### config.mk
export PLATFORM = sky130hd
export DESIGN_NAME = dffram_arbiter
export DESIGN_NICKNAME = d
export VERILOG_FILES = /design/src/rtl/dffram_arbiter.sv
export SDC_FILE = /design/constraint.sdc
export NUM_CORES = 1
export LEC_CHECK = 0
export CAP_MARGIN = 25
export CORE_MARGIN = 5
export CORE_UTILIZATION = 35
export DETAILED_ROUTE_END_ITERATION = 10
export GPL_TIMING_DRIVEN = 0
export PLACE_DENSITY = 0.77
export SLEW_MARGIN = 20
export SYNTH_ARGS = -nofsm -noshare
export SYNTH_HDL_FRONTEND = slang
export SYNTH_SLANG_ARGS = --single-unit
### constraint.sdc
create_clock -name clk -period 1.55 [get_ports clk]
set_input_delay 0.31 -clock clk [delete_from_list [all_inputs] [get_ports clk]]
set_output_delay 0.31 -clock clk [all_outputs]
set_load 0.005 [all_outputs]
### src/rtl/dffram_arbiter.sv
// Two-port round-robin arbiter/sequencer in front of a 128x8 single-port DFF RAM.
// Accepts one byte access per cycle and returns a completion pulse to the owner one cycle after issue.

module dffram_arbiter_lane #(
  parameter int DATA_W  = 8,
  parameter bit PORT_ID = 1'b0
) (
  input  logic              ena,
  input  logic              req_valid,
  input  logic              peer_valid,
  input  logic              last,
  input  logic              cmp_vld,
  input  logic              cmp_owner,
  input  logic              cmp_read,
  input  logic [DATA_W-1:0] ram_rdata,
  output logic              grant,
  output logic              rsp_valid,
  output logic [DATA_W-1:0] rsp_rdata
);
  // Under contention the port that did not win last time goes first.
  assign grant     = ena & req_valid & (~peer_valid | (last != PORT_ID));
  assign rsp_valid = cmp_vld & (cmp_owner == PORT_ID);
  assign rsp_rdata = (rsp_valid & cmp_read) ? ram_rdata : '0;
endmodule

module dffram_arbiter #(
  parameter int ADDR_W = 7,
  parameter int DATA_W = 8
) (
  input  logic              clk,
  input  logic              rst_n,
  input  logic              ena,
  input  logic              req0_valid,
  input  logic              req1_valid,
  output logic              req0_ready,
  output logic              req1_ready,
  input  logic              req0_we,
  input  logic              req1_we,
  input  logic [ADDR_W-1:0] req0_addr,
  input  logic [ADDR_W-1:0] req1_addr,
  input  logic [DATA_W-1:0] req0_wdata,
  input  logic [DATA_W-1:0] req1_wdata,
  output logic              rsp0_valid,
  output logic              rsp1_valid,
  output logic [DATA_W-1:0] rsp0_rdata,
  output logic [DATA_W-1:0] rsp1_rdata,
  output logic              ram_en,
  output logic              ram_we,
  output logic [ADDR_W-1:0] ram_addr,
  output logic [DATA_W-1:0] ram_wdata,
  input  logic [DATA_W-1:0] ram_rdata
);
  localparam int NUM_PORTS = 2;
  localparam int STAGES    = 2;

  logic [NUM_PORTS-1:0]             req_valid, req_we, grant, rsp_valid;
  logic [NUM_PORTS-1:0][ADDR_W-1:0] req_addr;
  logic [NUM_PORTS-1:0][DATA_W-1:0] req_wdata, rsp_rdata;
  logic [STAGES:1]                  vld_pipe;
  logic                             last, accept, sel;
  logic                             iss_owner, iss_read, cmp_owner, cmp_read;

  assign req_valid = {req1_valid, req0_valid};
  assign req_we    = {req1_we, req0_we};
  assign req_addr  = {req1_addr, req0_addr};
  assign req_wdata = {req1_wdata, req0_wdata};

  for (genvar i = 0; i < NUM_PORTS; i++) begin : g_lane
    dffram_arbiter_lane #(.DATA_W(DATA_W), .PORT_ID(1'(i))) u_lane (
      .ena        (ena),
      .req_valid  (req_valid[i]),
      .peer_valid (req_valid[NUM_PORTS-1-i]),
      .last       (last),
      .cmp_vld    (vld_pipe[STAGES]),
      .cmp_owner  (cmp_owner),
      .cmp_read   (cmp_read),
      .ram_rdata  (ram_rdata),
      .grant      (grant[i]),
      .rsp_valid  (rsp_valid[i]),
      .rsp_rdata  (rsp_rdata[i])
    );
  end

  assign accept     = |grant;
  assign sel        = grant[1];
  assign req0_ready = grant[0];
  assign req1_ready = grant[1];
  assign rsp0_valid = rsp_valid[0];
  assign rsp1_valid = rsp_valid[1];
  assign rsp0_rdata = rsp_rdata[0];
  assign rsp1_rdata = rsp_rdata[1];
  assign ram_en     = vld_pipe[1];

  // Issue stage feeds the RAM directly; completion stage lines up with ram_rdata.
  always_ff @(posedge clk or negedge rst_n) begin
    if (!rst_n) begin
      last      <= 1'b1;
      vld_pipe  <= '0;
      ram_we    <= 1'b0;
      ram_addr  <= '0;
      ram_wdata <= '0;
      iss_owner <= 1'b0;
      iss_read  <= 1'b0;
      cmp_owner <= 1'b0;
      cmp_read  <= 1'b0;
    end else begin
      vld_pipe  <= {vld_pipe[STAGES-1:1], accept};
      ram_we    <= accept & req_we[sel];
      cmp_owner <= iss_owner;
      cmp_read  <= iss_read;
      if (accept) begin
        last      <= sel;
        ram_addr  <= req_addr[sel];
        ram_wdata <= req_wdata[sel];
        iss_owner <= sel;
        iss_read  <= ~req_we[sel];
      end
    end
  end
endmodule
==> metrics list, run 1 <==
- The tree built by TritonCTS fans out to 23 sinks.
* Commonest cells after routing, fill and taps aside: 57 x sky130_fd_sc_hd__clkdlybuf4s50_1, 22 x sky130_fd_sc_hd__dfrtp_1, 19 x sky130_fd_sc_hd__buf_6, 16 x sky130_fd_sc_hd__o2111ai_1
- Clock tree synthesis inserted a total of 3 buffers.
* # setup viols final: 12
- The number of max-slew violations in the final report was 0.
* Largest net degree at the start of global routing: 24
* Antenna violations before repair: 0
- In the routed layout, each cell is associated on average with a via count of around 5.2.
- Antenna-violating nets left: 0
* Setup clock skew after layout: 0.00312 ns
- Violations in the final reports: setup timing
- For the worst-skew pair, the clock arrives at the later sink with an insertion delay of about 0.26 ns.
- When the netlist entered floorplanning its net count stood at 177.
* Largest fanout of any net on the critical path: 4
- Area Growth Syn to Fin: 80.0%
- PD cells: between 700 and 800 mW/mm^2
* Antenna cells: 0
* Most common cell after layout, fill and taps aside: sky130_fd_sc_hd__clkdlybuf4s50_1
* Number of vias after detailed routing: 1441
- Dividing the detail-routed wire length by the instance count gives between 15 and 20 um.
* 1st-iter DRT viols: between 40 and 50
- Wires add up to between 4000 and 5000 um.
- Wire length of the first global-routing pass: between 7000 and 8000 um
- Worst-Margin Slew: between 0.5 and 0.6 ns
- The largest single stage delay on the critical path is ~0.40 ns.
- Slowest-stage cell, CP: sky130_fd_sc_hd__dfrtp_1
* GPL Wtd Cong: 0.909
- TritonCTS built the clock tree.
- IR analysis of the VDD net gives a maximum drop of roughly 390 uV.
- Setup slack on the critical path of the routed design comes to -0.0867 ns.
* Startpoint Class: flip-flop
* Share of the clock period used by the worst path after layout: 106%
* Synth Warn #: 0
- The net count of the finished layout is between 200 and 300.
* Die W: slightly above 70 um
- Critical path cell sequence: and3_4 -> buf_6 -> buf_6 -> and2_4 -> buf_6
* Overall die area: 0.00501 sq mm
- Standard-cell rows: 22
* Grt total ovfl: 0
- The worst pin sits at a relative slew slack of 66.6%.
- Root buffer cell: sky130_fd_sc_hd__clkbuf_8
- Max_cap viols: 0
* Buffers plus inverters on the worst setup path: 3
- Status: finished, violations left
- The first detailed-routing pass ran for 5 iterations.
- STA puts the critical path data arrival time at ~1.3 ns.
- For the worst setup path, the data required time is between 1 and 1.5 ns.
* Max Fclk: a little over 0.6 GHz
- Power comes to about 1700 uW.
* Type of the worst min-delay path: in -> async
- Port buffering added 79 buffers.
- Number of hold violations in the final report: 0
- Final worst path period need: around 1.6 ns
- Sequential elements use around 45% of the synthesized area.
- For this run, the total global-route usage over all layers was measured as between 10% and 20%.
- Pin placement for this block handled 82 I/O pins.
- In this run the standard cell core region covers approximately 0.0036 sq mm.
* Residual DRC count: 0
* Clock Pin Slew Worst Setup and Hold Paths: roughly 0.080 ns
- Number of global-route vias before repair: 1520
- For this configuration, the core starts out at a cell density of 35.8%.
- Setup total negative slack: -0.585 ns
* Post-detail-place hpwl: approximately 3300 um
* Gate Count Post-Synth: 132
- Summing every instance area after synthesis gives approximately 0.0013 sq mm.
* Unique cell type count in the Yosys netlist: 24
- Sort of element at the end of the critical path: output port
* Setup CP Type: reg -> out
* Die Y-Extent: 70.8 um
- Mean post-synth cell area: roughly 10 sq um
* Top delay family on crit path: flip-flops
* Buffer levels on the longest clock path: 2
- Fraction of final layout cells with drive strength greater than 1: 32.8%
* LEAKAGE: around 0.00097 uW
- Clock H-tree levels: 1
* Number of flip-flops and latches in the synthesized netlist: 23
* Critical Path Most Common Cell: sky130_fd_sc_hd__buf_6
- Unrepaired setup endpoints after global routing: true
==> sequential cells by signal, indices dropped and copies added, names as in the netlist <==
register,flops
ram_wdata,8
ram_addr,7
vld_pipe,2
cmp_owner,1
cmp_read,1
iss_owner,1
iss_read,1
last,1
ram_we,1
==> cell usage after synthesis (all sizes together) <==
library cell | number | area share (%)
o21ai | 17 | 9.2
dfstp | 1 | 2.0
a21o | 1 | 0.58
o2111ai | 16 | 11
inv | 2 | 0.58
buf | 12 | 8.3
nor2b | 1 | 0.48
o22ai | 1 | 0.48
dfrtp | 22 | 43
and2 | 19 | 9.2
nor2 | 17 | 5.1
clkinv | 1 | 0.29
a31o | 1 | 0.68
and3 | 1 | 0.48
a21oi | 2 | 0.77
nand2 | 3 | 1.1
a31oi | 15 | 7.3
==> worst register-to-register path, cell delays in order (launching register included) <==
cell and delay (ns):
sky130_fd_sc_hd__dfstp_2 0.55, sky130_fd_sc_hd__and2_4 0.14, sky130_fd_sc_hd__buf_6 0.10, sky130_fd_sc_hd__buf_6 0.19, sky130_fd_sc_hd__o21ai_1 0.11, sky130_fd_sc_hd__a31o_2 0.25
==> report_power, final <==
group / switching [uW] / internal, uW / leakage (uW)
sequential: 47.5 / 680 / 0.000265
combinational: 253 / 379 / 0.000685
clock: 178 / 183 / 0.0000228
total: 478 / 1240 / 0.000973
==> through the flow <==
stage          instances  util (%)  area (sq um)  setup slack (ns)  hold WS, ns
3_3_place_gp         259      59.4          2140            -0.651        0.354
2_1_floorplan        132         -          1290             0.211       0.0144
3_5_place_dp         259      59.4          2140            -0.677        0.368
5_1_grt              277      64.5          2330            -0.124       0.0590
6_report             277      64.5          2330           -0.0867       0.0124
4_1_cts              272      62.9          2270           -0.0884        0.369
==> metal layers <==
layer | GRT usage [%] | up-vias | part of all wire [%]
li1 | - | 687 | -
met1 | 21.4 | 673 | 38
met2 | 32.5 | 73 | 53
met3 | 3.13 | 8 | 6.8
met4 | 6.47 | 0 | 2.0
met5 | 0 | - | 0
==> cell families after synthesis <==
logic type / after synthesis / synth area share [%]
DFF: 23 / 44.6
buffers and inverters: 15 / 9.20
and+or+nand+nor: 41 / 16.4
AOI/OAI and AO/OA: 53 / 29.8
==> path summary, 6_finish.rpt <==
| kind | cells past startpoint | endpoint | slack [ns] | from |
|---|---|---|---|---|
| setup / recovery | 5 | rsp1_rdata[0] | -0.09 | vld_pipe[2] |
| hold / removal | 1 | ram_wdata[2] | 0.01 | rst_n |
| setup reg to reg | 5 | iss_read | 0.11 | last |
| hold reg to reg | 0 | cmp_owner | 0.39 | iss_owner |
| max in group asynchronous | 1 | last | 1.18 | rst_n |
| min in group clk | 3 | ram_addr[1] | 0.37 | req1_valid |
==> cell type report <==
type                    count  area (sq um)
fillers                   299          1280
repair buffers             95           900
multi-input cells          94           638
flip-flops and latches     23           577
plain buffers              10          82.6
well taps                  48          60.1
clock buffers               4          45.0
inverters                   3          23.8
==> repair_timing <==
action	4_1_cts	5_1_grt
resized for setup	90	14
endpoints found under the setup margin	20	20
hold buffers	0	0
buffers inserted	11	7
pin swaps	9	4
No activity file was read; power rests on OpenSTA's default activity.
==> run 2: changes to the inputs <==
--- a/config.mk
+++ b/config.mk
@@ -6,11 +6,13 @@
 export NUM_CORES = 1
 export LEC_CHECK = 0
 export CAP_MARGIN = 25
+export CELL_PAD_IN_SITES_DETAIL_PLACEMENT = 1
+export CELL_PAD_IN_SITES_GLOBAL_PLACEMENT = 2
 export CORE_MARGIN = 5
-export CORE_UTILIZATION = 35
+export CORE_UTILIZATION = 20
 export DETAILED_ROUTE_END_ITERATION = 10
 export GPL_TIMING_DRIVEN = 0
-export PLACE_DENSITY = 0.77
+export PLACE_DENSITY_LB_ADDON = 0.1
 export SLEW_MARGIN = 20
 export SYNTH_ARGS = -nofsm -noshare
 export SYNTH_HDL_FRONTEND = slang
==> metrics list, run 2 (synthesis results as in run 1) <==
* Sort of element at the end of the critical path: output port
- Root buffer cell: sky130_fd_sc_hd__clkbuf_8
- Wires add up to ~5200 um.
* Flop-to-flop setup slack: approximately 0.12 ns
- The register with the most flip-flops in the final layout is ram_wdata.
* Power, Total: between 1500 and 2000 uW
* Switching power: approximately 500 uW
- Wire length of the first global-routing pass: around 8500 um
- Overall die area: between 0.008 and 0.009 sq mm
* Max reg flops: 8
- Worst-Margin Slew: approximately 0.55 ns
* Number of hold violations in the final report: 0
- Part of the power in registers: between 40% and 50%
* TritonCTS clock tree: built
- Max Fclk: around 0.6 GHz
- The worst register-to-register path has a depth of 5.
* Launch point of the worst reg-to-reg path: last
* Clock H-tree levels: 1
- Number of vias after detailed routing: 1411
- The area growth from synthesis to layout is 81.0%.
- The share of total power dissipated in combinational logic is between 30% and 40%.
* Final worst path period need: approximately 1.7 ns
- In the routed design, unresolved DRC markers number 0.
* Port Buffer Count: approximately 80
- Worst-case headroom to the max-slew limit: a little under two thirds
- Number of top-level design ports: approximately 80
- The core region is around 0.0063 sq mm.
- Setup repair after global routing could not meet its margin everywhere.
- Global routing finished with a remaining overflow of 0.
- The initial utilization of the core area, before any placement, comes to about a fifth.
- PD cells: between 700 and 800 mW/mm^2
- Count of pins over their slew limit: 0
- VDD sags by at most approximately 340 uV.
- The initial antenna violation count was 0.
- The clock reaches the later pin of the worst-skew pair after 0.27 ns.
- Crit path arrival time: roughly 1.4 ns
- Global routing consumed, over all layers together, 12.7% of the routing resources.
* Cell area after placement: around 0.0022 sq mm
* Average wire length per cell after detail routing: between 15 and 20 um
- Most common cell after layout, fill and taps aside: sky130_fd_sc_hd__clkdlybuf4s50_1
- The min-delay analysis places its worst path in the category in -> async.
* Post-detail-place hpwl: roughly 3900 um
* Die W: 90.4 um
* Standard-cell rows: 29
- The count of nets left with antenna violations once routing finished came out at 0.
* Net switching share of the total power: between 20 and 30%
* Setup total negative slack: -0.726 ns
- LEAKAGE: about 0.00097 uW
* Max_cap viols: 0
- Of the total power, the clock network draws around 23%.
- Clock Pin Slew Worst Setup and Hold Paths: about 0.09 ns
* Violations in the final reports: setup timing
- Of the available clock period, the critical path in the final layout requires 108%.
- The via count of the first global-routing pass came to about 1.6k.
- The worst register-to-register path ends at iss_read.
* TritonCTS buffer count: 3
- Largest fanout of any net on the critical path: 4
- First-pass detailed-route iteration total: 4
* Share of the core filled with cells in the final layout: 37.1%
* Die Y-Extent: roughly 90 um
- Post-place setup slack: -0.738 ns
* Status: finished, violations left
- In the final layout, the registers with the most flip-flops are ram_wdata (8), ram_addr (7), vld_pipe (2).
* Total Nets Final: ~270
- P_int: between 1000 and 1500 uW
- Fraction of final layout cells with drive strength greater than 1: approximately a third
* # setup viols final: 14
- Clock skew on the completed layout was measured at 0.00508 ns.
* Average vias per placed instance: 4.66
- Worst setup slack after layout: -0.126 ns
- After filler insertion, the fill cell instance count of the layout stands at roughly 730.
- Cell area after layout: about 0.0023 sq mm
- Antenna cells: 0
* Commonest cells after routing, fill and taps aside: 57 x sky130_fd_sc_hd__clkdlybuf4s50_1, 22 x sky130_fd_sc_hd__dfrtp_1, 19 x sky130_fd_sc_hd__buf_6, 16 x sky130_fd_sc_hd__o2111ai_1
- Largest net degree at the start of global routing: 24
- Setup CP Type: reg -> out
- Clock sinks: 23
- GPL Wtd Cong: 0.809
* Data required time of the critical path: approximately 1.2 ns
- Buffer levels on the longest clock path: 2
* 1st-iter DRT viols: 42
- STA classifies the critical path startpoint as a flip-flop.
## run 2: cell types whose count changed in the layout (fill, tap and decap cells not counted)
cell,previous run,this run
sky130_fd_sc_hd__buf_4,12,9
sky130_fd_sc_hd__clkbuf_1,1,0
sky130_fd_sc_hd__and2_1,10,9
sky130_fd_sc_hd__buf_12,0,1
sky130_fd_sc_hd__and2_4,9,10
sky130_fd_sc_hd__clkinv_4,0,1
sky130_fd_sc_hd__clkdlybuf4s15_1,3,0
sky130_fd_sc_hd__clkinv_8,1,0
sky130_fd_sc_hd__clkinv_2,0,1
sky130_fd_sc_hd__dlygate4sd2_1,2,3
sky130_fd_sc_hd__buf_2,10,11
## run 2: power groups by stage
stage               Clock, uW  Combinational, uW  Sequential, uW
floorplan                   0                209             733
global placement            0                558             732
detailed placement          0                563             735
CTS                       403                622             725
global route              432                662             736
finish                    389                608             725
## run 2: per-layer routing
metal	vias to the layer above	GRT usage (%)	wire length (um)
li1	680	-	-
met1	678	14.6	2140
met2	49	23.8	2750
met3	4	2.92	284
met4	0	2.73	34
met5	-	0	0
## run 2: final cells by class
class	instances	area (sq um)	share of cell area, %
multi-input combinational	94	641	27.4
tap	77	96.3	4.12
clock inverter	1	5.00	0.214
inverter	3	16.3	0.695
buffer	9	71.3	3.05
sequential	23	577	24.7
clock buffer	3	41.3	1.76
timing repair buffer	93	892	38.1
## run 2: repair_timing
action                     CTS  global route
cloned                       0             0
hold buffers                 0             0
resized for setup          100             9
setup buffers               14             0
pin swaps                    7             2
setup endpoints to repair   20            20
## run 2: worst max path at each step
stage / start / end / slack, ns / cells after the start
final: cmp_read / rsp1_rdata[2] / -0.13 / 5
after floorplan: last / req0_ready / 0.21 / 3
after detailed placement: req0_valid / req1_ready / -0.74 / 6
after CTS: cmp_read / rsp1_rdata[3] / -0.13 / 5
after global placement: req0_valid / req1_ready / -0.71 / 6
after global routing: cmp_read / rsp1_rdata[3] / -0.17 / 5
## run 2: critical path, cell delays in order (launching register included)
cell and delay [ns]:
sky130_fd_sc_hd__dfrtp_1 0.41, sky130_fd_sc_hd__and3_4 0.21, sky130_fd_sc_hd__buf_12 0.12, sky130_fd_sc_hd__buf_6 0.10, sky130_fd_sc_hd__and2_4 0.15, sky130_fd_sc_hd__buf_6 0.10
## run 2: metrics by stage
| step | hold WS, ns | instances |
|---|---|---|
| 2_1_floorplan | 0.0144 | 132 |
| 3_5_place_dp | 0.339 | 288 |
| 3_3_place_gp | 0.357 | 288 |
| 6_report | 0.0139 | 303 |
| 5_1_grt | 0.0519 | 303 |
| 4_1_cts | 0.0335 | 304 |
==> run 3: changes to the inputs <==
--- a/config.mk
+++ b/config.mk
@@ -9,7 +9,7 @@
 export CELL_PAD_IN_SITES_DETAIL_PLACEMENT = 1
 export CELL_PAD_IN_SITES_GLOBAL_PLACEMENT = 2
 export CORE_MARGIN = 5
-export CORE_UTILIZATION = 20
+export CORE_UTILIZATION = 21
 export DETAILED_ROUTE_END_ITERATION = 10
 export GPL_TIMING_DRIVEN = 0
 export PLACE_DENSITY_LB_ADDON = 0.1
==> constraint.sdc (replaced) <==
create_clock -name clk -period 2.1 [get_ports clk]
set_input_delay 0.42 -clock clk [delete_from_list [all_inputs] [get_ports clk]]
set_output_delay 0.42 -clock clk [all_outputs]
set_load 0.005 [all_outputs]
==> metrics list, run 3 (synthesis results as in run 1) <==
- Cells with a size suffix above 1 make up approximately 16% of the layout.
* Startpoint Class: flip-flop
- TritonCTS built the clock tree.
- For this run, the post-layout net count is 261.
- After floorplanning, the core was divided into 28 placement rows.
* Area of the placeable core: 0.00596 sq mm
* Die Y-Extent: about 88 um
- The register with the most flip-flops in the layout has 8 of them.
- between 80 and 90 I/O pins were placed.
- Setup total negative slack: 0 ns
- Relative to the synthesized area, the layout overhead comes to 72.2%.
- Cell area after layout: 0.00223 sq mm
- Final worst path period need: 2.00 ns
- Most congested layer reported by global routing: met2
* # hold bufs at CTS: 0
- The first global-routing pass estimated around 7700 um of wire.
* Largest voltage drop on the vdd net: ~210 uV
* Buffer levels on the longest clock path: 2
* Status: complete, no violations
- Measured along the x axis, the die boundary spans around 88 um.
- Setup CP Type: reg -> out
- After detailed routing, the number of vias per cell comes to ~4.8.
* TritonCTS buffer count: 3
* Global-route track usage on met3: around 2.1%
* Average wire length per cell after detail routing: 17.4 um
- Cell area after placement: about 0.0022 sq mm
- The number of failing hold endpoints at the final stage was 0.
- On the critical path, the stage with the largest delay is an instance of sky130_fd_sc_hd__dfstp_2.
* Post-detail-place hpwl: a little under 4000 um
- The number of max-slew violations in the final report was 0.
- Register with the most flip-flops: ram_wdata
- Largest net degree at the start of global routing: 24
* 1st-iter DRT viols: 28
* Residual DRC count: 0
- Overall die area: 0.00782 sq mm
- The largest single stage delay on the critical path is 0.56 ns.
- Worst-Margin Slew: 0.559 ns
- Routed Wire Length: about 5100 um
- The congestion estimate from routability-driven global placement came to roughly 0.9.
* Number of global-route vias before repair: about 1.6k
* Max_cap viols: 0
* GR Util met1: roughly 16%
- Worst-case headroom to the max-slew limit: a little over three fifths
* Port Buffer Count: slightly below 80
- Clock tree synthesis found a total of 23 sinks.
- For this run, global-route usage on met2 was measured as between 20% and 30%.
- Global routing usage summed across all routing layers: between 10% and 20%
- The worst hold path belongs to the class in -> async.
- Timing would allow up to between 0.4 and 0.5 GHz.
* Critical path cell sequence: and2_1 -> buf_6 -> buf_12 -> nor2_2 -> dlygate4sd2_1
- In this run the power density over the cells is ~550 mW/mm^2.
* Commonest cells after routing, fill and taps aside: 76 x sky130_fd_sc_hd__clkdlybuf4s50_1, 22 x sky130_fd_sc_hd__dfrtp_1, 19 x sky130_fd_sc_hd__and2_1, 16 x sky130_fd_sc_hd__o2111ai_1
* Antenna-violating nets left: 0
* LEAKAGE: 0.000847 uW
- Across all layers, the routed design uses between 1k and 1.5k vias.
- Top Registers: ram_wdata (8), ram_addr (7), vld_pipe (2)
- The first TritonRoute pass finished after 2 iterations.
- STA classifies the critical path endpoint as an output port.
- Clock Pin Slew Worst Setup and Hold Paths: approximately 0.090 ns
- Root buffer cell: sky130_fd_sc_hd__clkbuf_8
- Top delay family on crit path: flip-flops
- Antenna violations before repair: 0
- Clock Latency Late Sink: 0.26 ns
- Largest fanout of any net on the critical path: 10
* Setup clock skew after layout: approximately 0.0052 ns
- After layout, the worst path uses a little over nine tenths of the clock period.
- Data required time of the critical path: about 1.7 ns
* Grt total ovfl: 0
* Antenna cells: 0
- Crit path arrival time: between 1.5 and 2 ns
- CTS built an H-tree with a depth of 1.
* Hold_ws: ~0.14 ns
* # setup viols final: 0
* Initial Util: a little over a fifth
- Setup repair after global routing left no endpoint under its margin.
- Most common cell after layout, fill and taps aside: sky130_fd_sc_hd__clkdlybuf4s50_1
- Once layout is complete, the utilization of the core stands at a little under two fifths.
* Buffers plus inverters on the worst setup path: 3
run 3: changes by cell type in the layout (fill, tap and decap cells not counted), sizes merged:
cell / delta
buf: -27
clkdlybuf4s50: +19
clkbuf: -1
clkinv: -1
dlygate4sd2: -1
run 3: stage by stage:
| step | setup slack, ns | total power [uW] | std cells |
|---|---|---|---|
| final | 0.0978 | 1230 | 290 |
| after global routing | 0.0157 | 1300 | 290 |
| after CTS | 0.0120 | 1260 | 290 |
| after detailed placement | -0.396 | 960 | 286 |
| after global placement | -0.382 | 951 | 286 |
| after floorplan | 0.651 | 696 | 132 |
run 3: routing by layer:
layer  part of all wire [%]  up-vias
met1                     43      674
met3                    5.9        6
met5                      0        -
met4                    1.4        0
met2                     50       56
li1                       -      655
run 3: power by group:
part / internal [uW] / switching, uW
combinational: 242 / 168
sequential: 502 / 33.3
clock: 135 / 148
run 3: area by class of cell:
class                   instances  area [sq um]
plain buffers                  11           103
clock buffers                   4          45.0
fillers                       692          3730
inverters                       3          16.3
multi-input cells              94           601
flip-flops and latches         23           577
well taps                      75          93.8
repair buffers                 80           791
run 3: path summary, 6_finish.rpt:
path	slack (ns)	start	to	cells after the start
min in group clk	0.38	iss_read	cmp_read	0
setup reg to reg	0.76	last	iss_read	4
hold / removal	0.14	rst_n	ram_wdata[5]	1
setup / recovery	0.1	last	req1_ready	5
hold reg to reg	0.38	iss_read	cmp_read	0
max in group asynchronous	1.59	rst_n	iss_owner	1
run 3: repair_timing:
| action | CTS | global route |
|---|---|---|
| cloned | 0 | 0 |
| setup buffers | 1 | 0 |
| resized for setup | 5 | 1 |
| endpoints found under the setup margin | 8 | 8 |
